==> src/rtl/uarch_pkg.sv <==
// Shared micro-architecture types and constants for the writeback / CDB path.
// Requester indices fix the writeback source order seen by cdb_arbiter.
package uarch_pkg;

  localparam int PIPE_WIDTH = 2;
  localparam int TAG_WIDTH  = 6;
  localparam int XLEN       = 32;

  localparam int CDB_NUM_REQ  = 4;
  localparam int CDB_REQ_ALU0 = 0;
  localparam int CDB_REQ_ALU1 = 1;
  localparam int CDB_REQ_MDU  = 2;
  localparam int CDB_REQ_DMEM = 3;

  typedef struct packed {
    logic [TAG_WIDTH-1:0] tag;
    logic [XLEN-1:0]      data;
    logic                 exc;
  } writeback_packet_t;

  // Index width that stays legal for a single requester.
  function automatic int idx_width(input int n);
    return (n > 1) ? $clog2(n) : 1;
  endfunction

endpackage

==> src/rtl/cdb_rr_picker.sv <==
// Combinational picker: selects up to NUM_PICK set bits of mask, scanning
// circularly from ptr; pick k holds the k-th set bit found.
module cdb_rr_picker
  import uarch_pkg::*;
#(
  parameter int NUM_REQ  = 4,
  parameter int NUM_PICK = 2,
  parameter int PTR_W    = idx_width(NUM_REQ)
) (
  input  logic [NUM_REQ-1:0]              mask,
  input  logic [PTR_W-1:0]                ptr,
  output logic [NUM_PICK-1:0]             pick_val,
  output logic [NUM_PICK-1:0][PTR_W-1:0]  pick_idx
);

  localparam logic [PTR_W:0] REQ_LIM = (PTR_W+1)'(NUM_REQ);

  logic [PTR_W:0]   scan_sum;
  logic [PTR_W-1:0] scan_idx;
  int               found;

  always_comb begin
    pick_val = '0;
    pick_idx = '0;
    scan_sum = '0;
    scan_idx = '0;
    found    = 0;
    for (int off = 0; off < NUM_REQ; off++) begin
      scan_sum = {1'b0, ptr} + off[PTR_W:0];
      if (scan_sum >= REQ_LIM) begin
        scan_sum = scan_sum - REQ_LIM;
      end
      scan_idx = scan_sum[PTR_W-1:0];
      if (mask[scan_idx]) begin
        // Constant-indexed slot match keeps the outputs free of variable selects.
        for (int k = 0; k < NUM_PICK; k++) begin
          if (found == k) begin
            pick_val[k] = 1'b1;
            pick_idx[k] = scan_idx;
          end
        end
        found = found + 1;
      end
    end
  end

endmodule

==> src/rtl/cdb_arbiter.sv <==
// Common data bus arbiter: grants up to NUM_PORTS writeback requesters per
// cycle, round-robin from rr_ptr, and registers the winners onto the CDB.
// Optional starvation promotion is compiled in with `define CDB_ARB_STARVE_EN.
module cdb_arbiter
  import uarch_pkg::*;
#(
  parameter int NUM_REQ      = CDB_NUM_REQ,
  parameter int NUM_PORTS    = PIPE_WIDTH,
  parameter int STARVE_LIMIT = 4
) (
  input  logic                                clk,
  input  logic                                rst,
  input  logic                                flush,
  input  logic [NUM_REQ-1:0]                  req_val,
  input  writeback_packet_t [NUM_REQ-1:0]     req_packet,
  output logic [NUM_REQ-1:0]                  req_gnt,
  output logic [NUM_PORTS-1:0]                cdb_val,
  output writeback_packet_t [NUM_PORTS-1:0]   cdb_ports
);

  localparam int PTR_W = idx_width(NUM_REQ);
  localparam logic [PTR_W-1:0] LAST_IDX = PTR_W'(NUM_REQ - 1);

  logic [PTR_W-1:0] rr_ptr_reg, rr_ptr_next;

  logic [NUM_REQ-1:0]                rr_mask;
  logic [NUM_PORTS-1:0]              rr_pick_val;
  logic [NUM_PORTS-1:0][PTR_W-1:0]   rr_pick_idx;

  // Final port assignment; sel_rr marks picks that came from the round-robin pass.
  logic [NUM_PORTS-1:0]              sel_val;
  logic [NUM_PORTS-1:0][PTR_W-1:0]   sel_idx;
  logic [NUM_PORTS-1:0]              sel_rr;

  logic [NUM_PORTS-1:0]              cdb_val_reg, cdb_val_next;
  writeback_packet_t [NUM_PORTS-1:0] cdb_ports_reg, cdb_ports_next;

`ifdef CDB_ARB_STARVE_EN
  localparam int CNT_W = $clog2(STARVE_LIMIT + 1);
  localparam logic [CNT_W-1:0] CNT_MAX = CNT_W'(STARVE_LIMIT);

  logic [NUM_REQ-1:0][CNT_W-1:0]     wait_cnt_reg, wait_cnt_next;
  logic [NUM_REQ-1:0]                starved_mask;
  logic [NUM_PORTS-1:0]              st_pick_val;
  logic [NUM_PORTS-1:0][PTR_W-1:0]   st_pick_idx;
  int                                num_starved;

  genvar gi;
  generate
    for (gi = 0; gi < NUM_REQ; gi++) begin : g_wait
      assign starved_mask[gi]  = req_val[gi] && (wait_cnt_reg[gi] == CNT_MAX);
      assign wait_cnt_next[gi] = (flush || !req_val[gi] || req_gnt[gi]) ? '0 :
                                 (wait_cnt_reg[gi] == CNT_MAX) ? CNT_MAX :
                                 wait_cnt_reg[gi] + 1'b1;
    end
  endgenerate

  always_ff @(posedge clk or posedge rst) begin
    if (rst) begin
      wait_cnt_reg <= '0;
    end else begin
      wait_cnt_reg <= wait_cnt_next;
    end
  end

  // Starved requesters are served lowest index first, hence the fixed zero pointer.
  cdb_rr_picker #(
    .NUM_REQ  (NUM_REQ),
    .NUM_PICK (NUM_PORTS),
    .PTR_W    (PTR_W)
  ) u_starve_pick (
    .mask     (starved_mask),
    .ptr      ('0),
    .pick_val (st_pick_val),
    .pick_idx (st_pick_idx)
  );

  assign rr_mask = req_val & ~starved_mask;
`else
  assign rr_mask = req_val;
`endif

  cdb_rr_picker #(
    .NUM_REQ  (NUM_REQ),
    .NUM_PICK (NUM_PORTS),
    .PTR_W    (PTR_W)
  ) u_rr_pick (
    .mask     (rr_mask),
    .ptr      (rr_ptr_reg),
    .pick_val (rr_pick_val),
    .pick_idx (rr_pick_idx)
  );

  always_comb begin
    sel_val = '0;
    sel_idx = '0;
    sel_rr  = '0;
`ifdef CDB_ARB_STARVE_EN
    num_starved = 0;
    for (int k = 0; k < NUM_PORTS; k++) begin
      if (st_pick_val[k]) num_starved = num_starved + 1;
    end
    // Round-robin picks fill whatever ports the starved requesters left free.
    for (int k = 0; k < NUM_PORTS; k++) begin
      if (k < num_starved) begin
        sel_val[k] = 1'b1;
        sel_idx[k] = st_pick_idx[k];
      end else begin
        for (int j = 0; j < NUM_PORTS; j++) begin
          if ((j == k - num_starved) && rr_pick_val[j]) begin
            sel_val[k] = 1'b1;
            sel_idx[k] = rr_pick_idx[j];
            sel_rr[k]  = 1'b1;
          end
        end
      end
    end
`else
    sel_val = rr_pick_val;
    sel_idx = rr_pick_idx;
    sel_rr  = rr_pick_val;
`endif
    if (rst || flush) begin
      sel_val = '0;
      sel_rr  = '0;
    end
  end

  always_comb begin
    req_gnt = '0;
    for (int k = 0; k < NUM_PORTS; k++) begin
      if (sel_val[k]) req_gnt[sel_idx[k]] = 1'b1;
    end
  end

  // The last round-robin winner in port order sets where the next scan begins.
  always_comb begin
    rr_ptr_next = rr_ptr_reg;
    for (int k = 0; k < NUM_PORTS; k++) begin
      if (sel_val[k] && sel_rr[k]) begin
        rr_ptr_next = (sel_idx[k] == LAST_IDX) ? '0 : sel_idx[k] + 1'b1;
      end
    end
  end

  genvar pi;
  generate
    for (pi = 0; pi < NUM_PORTS; pi++) begin : g_port
      assign cdb_val_next[pi]   = sel_val[pi];
      assign cdb_ports_next[pi] = sel_val[pi] ? req_packet[sel_idx[pi]] : '0;
    end
  endgenerate

  always_ff @(posedge clk or posedge rst) begin
    if (rst) begin
      rr_ptr_reg    <= '0;
      cdb_val_reg   <= '0;
      cdb_ports_reg <= '0;
    end else begin
      rr_ptr_reg    <= rr_ptr_next;
      cdb_val_reg   <= cdb_val_next;
      cdb_ports_reg <= cdb_ports_next;
    end
  end

  assign cdb_val   = cdb_val_reg;
  assign cdb_ports = cdb_ports_reg;

endmodule
==> config.mk <==
export PLATFORM = sky130hd
export DESIGN_NAME = cdb_arbiter
export DESIGN_NICKNAME = d
export VERILOG_FILES = /design/src/rtl/uarch_pkg.sv /design/src/rtl/cdb_rr_picker.sv /design/src/rtl/cdb_arbiter.sv
export SDC_FILE = /design/constraint.sdc
export NUM_CORES = 1
export LEC_CHECK = 0
export ABC_CLOCK_PERIOD_IN_PS = 4960
export CORE_UTILIZATION = 35
export DETAILED_ROUTE_END_ITERATION = 6
export GPL_TIMING_DRIVEN = 0
export PLACE_DENSITY_LB_ADDON = 0.3
export SLEW_MARGIN = 20
export SYNTH_ARGS = -nofsm -noshare
export SYNTH_HDL_FRONTEND = slang
export SYNTH_SLANG_ARGS = --single-unit
export TNS_END_PERCENT = 30
==> constraint.sdc <==
create_clock -name clk -period 4.96 [get_ports clk]
set_input_delay 0.992 -clock clk [delete_from_list [all_inputs] [get_ports clk]]
set_output_delay 0.992 -clock clk [all_outputs]
set_load 0.02 [all_outputs]
==> metrics.log <==
[metrics] transition time at the pin with the least slew margin: 0.702 ns
[metrics] overall fraction of global-route tracks in use: 0.282
[metrics] DRC violation count after routing: 0
[metrics] final period utilization: 0.985
[metrics] detailed router's first-iteration violation count: 816
[metrics] mean post-synth cell area: 8.64 um2
[metrics] Clk Latency, worst-skew pair: 0.36 ns
[metrics] result of the run: finished, final reports clean
[metrics] setup skew after layout: 0.00796 ns
[metrics] Cell variety after synth: 57
[metrics] Std-Cell Core Area: 17400 um2
[metrics] # diodes: 0
[metrics] pin count of the biggest net entering global routing: 43
[metrics] summed instance area of the synthesized netlist: 6300 um2
[metrics] cell with the biggest individual delay on the critical path: sky130_fd_sc_hd__o31ai_2
[metrics] chip height: 136 um
[metrics] clk root buf: sky130_fd_sc_hd__clkbuf_16
[metrics] worst path buffer plus inverter count: 5
[metrics] routing layer with the top usage in global route: met2
[metrics] M1 GR Usage: 0.365
[metrics] most frequent cells in the layout: 238 x sky130_fd_sc_hd__clkdlybuf4s50_1, 107 x sky130_fd_sc_hd__a211oi_1, 92 x sky130_fd_sc_hd__nand2_1
[metrics] startpoint type of the worst setup path: input pin
[metrics] hold-fix buffers at CTS: 0
[metrics] worst reg2reg endpoint: cdb_ports[59]
[metrics] worst endpoint data arrival time: 3.89 ns
[metrics] synth warn: 0
[metrics] detail-routed net length per standard cell: 21.9 um
[metrics] CTS tree: yes
[metrics] Reg2Reg Depth: 15
[metrics] count of boundary I/O pins: 247
[metrics] number of standard cells after synthesis: 729
[metrics] share of cells above drive strength 1: 0.134
[metrics] type of the tightest min-delay check: flop to flop
[metrics] number of detailed-routing iterations run before antenna repair: 5
[metrics] worst stage delay on the critical path: 0.33 ns
[metrics] area grow syn2layout: 54.0%
[metrics] IR drop worst, VDD: 0.420 mV
[metrics] setup repair after global routing missed its margin: yes
[metrics] Final Routed Wirelength: 26.9 mm
[metrics] max-capacitance violation count: 0
[metrics] global-route track usage on met2: 0.456
[metrics] Crit path required time: 3.97 ns
[metrics] number of enable flip-flop cells after synthesis: 0
[metrics] starting utilization of the core area: 0.362
[metrics] top cell family by delay on the critical path: compound AO/OA/AOI/OAI gates
[metrics] number of sinks driven by the clock tree: 82
[metrics] via count: 7497
[metrics] final worst path period need: 4.89 ns
[metrics] worst hold start: rr_ptr_reg[1]
[metrics] clock buffer count from CTS: 9
[metrics] reg-to-reg critical path startpoint: rr_ptr_reg[0]
[metrics] port bufs: 246
[metrics] power density relative to cell area: 769 nW/um2
[metrics] LEAKAGE: 3.77 nW
[metrics] highest clock frequency the design can meet: 205 MHz
[metrics] async set-reset flop share out of synthesis: 1.00
[metrics] via count of the first global-routing pass: 7276
[metrics] post-synthesis net count: 905
[metrics] setup violators final: 0
[metrics] global-route wire length before repair: 39.8 mm
[metrics] die width: 136 um
[metrics] worst hold margin: 1.03 ns
[metrics] share of the yosys chip area belonging to registers: 0.326
[metrics] Final Max Slew Viols: 0
[metrics] final count of hold timing violations: 0
[metrics] flip-flop count of the largest register after layout: 78
[metrics] deepest level of the CTS H-tree: 3
[metrics] number of cell rows: 48
[metrics] commonest non-fill, non-tap cell in the layout: sky130_fd_sc_hd__clkdlybuf4s50_1
[metrics] detailed placer's ending HPWL: 18.9 mm
[metrics] Worst Hold Endpoint: rr_ptr_reg[1]
[metrics] Min-Delay Path Depth: 4
[metrics] sort of element at the end of the critical path: output port
[metrics] final core occ: 0.557
[metrics] worst rel slew slack: 0.532
[metrics] via count normalized by instance count: 6.13
[metrics] Setup CP Type: input pin to output port
[metrics] r2r setup slk: 0.89 ns
[metrics] M3 GR Usage: 0.0488
[metrics] residual antenna-violating net count after detailed routing: 0
[metrics] Critical Path, Cell by Cell: clkdlybuf4s15_2 -> mux2_4 -> o21ai_4 -> ha_4 -> buf_4 -> o31ai_2 -> o2bb2ai_4 -> buf_6 -> buf_4 -> o221ai_1 -> o2bb2ai_1 -> clkdlybuf4s15_2
[metrics] Most used DFF post-synth: sky130_fd_sc_hd__dfrtp_1
[metrics] maximum fanout count along the critical path: 10
[metrics] total gr overflow: 0
[metrics] Final #Nets: 1170
[metrics] clock-pin slew on the worst setup and hold paths: 0.06 ns
[metrics] register bit total from synthesis: 82
[metrics] Final GP Congestion: 0.924
[metrics] number of buffers between clock root and the deepest sink: 2
[metrics] number of fill cells: 1606
[metrics] die outline area: 18500 um2
[metrics] initial antenna violation count: 0
-- worst max path at each step --
stage	start	cells past startpoint	slack (ns)	end
finish	req_val[2]	12	0.07	req_gnt[0]
global route	req_val[2]	12	-0.03	req_gnt[0]
CTS	req_val[3]	14	0.0002	req_gnt[1]
detailed placement	req_val[2]	14	-1.45	req_gnt[0]
global placement	req_val[2]	14	-1.39	req_gnt[0]
floorplan	req_val[2]	13	0.25	req_gnt[1]
-- worst min-delay path: cells and delay by family (launching register included) --
family                 cells  cell delay [ns]
muxes                      1             0.13
buffers and inverters      2             0.36
DFF                        1             0.41
AOI/OAI and AO/OA          1             0.08
-- cells in the mapped netlist, types with 2 or more instances --
library cell / n / area share
sky130_fd_sc_hd__a211oi_1: 107 / 0.13
sky130_fd_sc_hd__a211oi_2: 13 / 0.026
sky130_fd_sc_hd__a21o_1: 2 / 0.0024
sky130_fd_sc_hd__a21oi_1: 45 / 0.036
sky130_fd_sc_hd__a221o_1: 39 / 0.062
sky130_fd_sc_hd__a22o_1: 3 / 0.0042
sky130_fd_sc_hd__a22oi_1: 2 / 0.0024
sky130_fd_sc_hd__a31oi_2: 2 / 0.0040
sky130_fd_sc_hd__a32oi_1: 2 / 0.0028
sky130_fd_sc_hd__and3_1: 2 / 0.0020
sky130_fd_sc_hd__buf_1: 4 / 0.0024
sky130_fd_sc_hd__buf_2: 35 / 0.028
sky130_fd_sc_hd__buf_4: 8 / 0.0095
sky130_fd_sc_hd__buf_6: 4 / 0.0072
sky130_fd_sc_hd__clkbuf_1: 29 / 0.017
sky130_fd_sc_hd__dfrtp_1: 82 / 0.33
sky130_fd_sc_hd__ha_1: 13 / 0.026
sky130_fd_sc_hd__inv_1: 50 / 0.030
sky130_fd_sc_hd__mux2_2: 6 / 0.011
sky130_fd_sc_hd__mux2i_1: 7 / 0.011
sky130_fd_sc_hd__mux2i_2: 2 / 0.0044
sky130_fd_sc_hd__nand2_1: 92 / 0.055
sky130_fd_sc_hd__nand2b_1: 4 / 0.0040
sky130_fd_sc_hd__nand4_1: 4 / 0.0040
sky130_fd_sc_hd__nor2_1: 7 / 0.0042
sky130_fd_sc_hd__nor2b_1: 4 / 0.0040
sky130_fd_sc_hd__nor3_1: 2 / 0.0016
sky130_fd_sc_hd__nor3b_1: 2 / 0.0024
sky130_fd_sc_hd__o21a_1: 2 / 0.0024
sky130_fd_sc_hd__o21ai_0: 6 / 0.0048
sky130_fd_sc_hd__o21ai_1: 4 / 0.0032
sky130_fd_sc_hd__o22ai_1: 78 / 0.077
sky130_fd_sc_hd__o2bb2ai_1: 3 / 0.0042
sky130_fd_sc_hd__o31ai_1: 41 / 0.049
-- per-layer routing --
layer,wire [um],vias to the layer above
met4,1040,0
met5,0,-
li1,-,3375
met1,10900,3612
met3,2170,69
met2,12700,441
-- stage by stage --
step | total power (W) | setup WS [ns] | TNS (ns) | instance area [um2] | instances
5_1_grt | 0.00786 | -0.0294 | -0.0294 | 9700 | 1224
4_1_cts | 0.00727 | 0.000150 | 0 | 9610 | 1218
6_report | 0.00746 | 0.0730 | 0 | 9700 | 1224
2_1_floorplan | 0.00449 | 0.253 | 0 | 6300 | 729
3_5_place_dp | 0.00626 | -1.45 | -5.69 | 9070 | 1201
3_3_place_gp | 0.00621 | -1.39 | -5.37 | 9040 | 1200
-- power by group --
group / internal, W / switching [W] / leakage [nW]
Combinational: 0.00222 / 0.00352 / 2.52
Sequential: 0.000897 / 0.0000754 / 1.11
Clock: 0.000442 / 0.000301 / 0.149
Total: 0.00356 / 0.00390 / 3.77
-- area by class of cell --
cell class                      count  area (um2)  area share
Clock inverter                      6        88.8     0.00916
Sequential cell                    82        2050       0.212
Clock buffer                       10         229      0.0236
Buffer                             79         439      0.0453
Inverter                           51         198      0.0204
Multi-Input combinational cell    516        3880       0.400
Tap cell                          225         282      0.0290
Timing Repair Buffer              255        2530       0.261
-- timing repair --
item | in CTS | in global routing
gates resized for setup | 56 | 21
buffers inserted | 2 | 6
gates cloned | 0 | 0
endpoints found under the setup margin | 4 | 4
pin swaps | 4 | 3
-- kinds of logic after synthesis --
| group | share of synthesized area |
|---|---|
| multiplexers | 0.0358 |
| adder cells (fa/ha/maj) | 0.0258 |
| flip-flops | 0.326 |
| AND/OR/NAND/NOR | 0.0823 |
| AO/OA/AOI/OAI | 0.436 |
| buffers and inverters | 0.0946 |
Power figures use the tool's default switching activity.
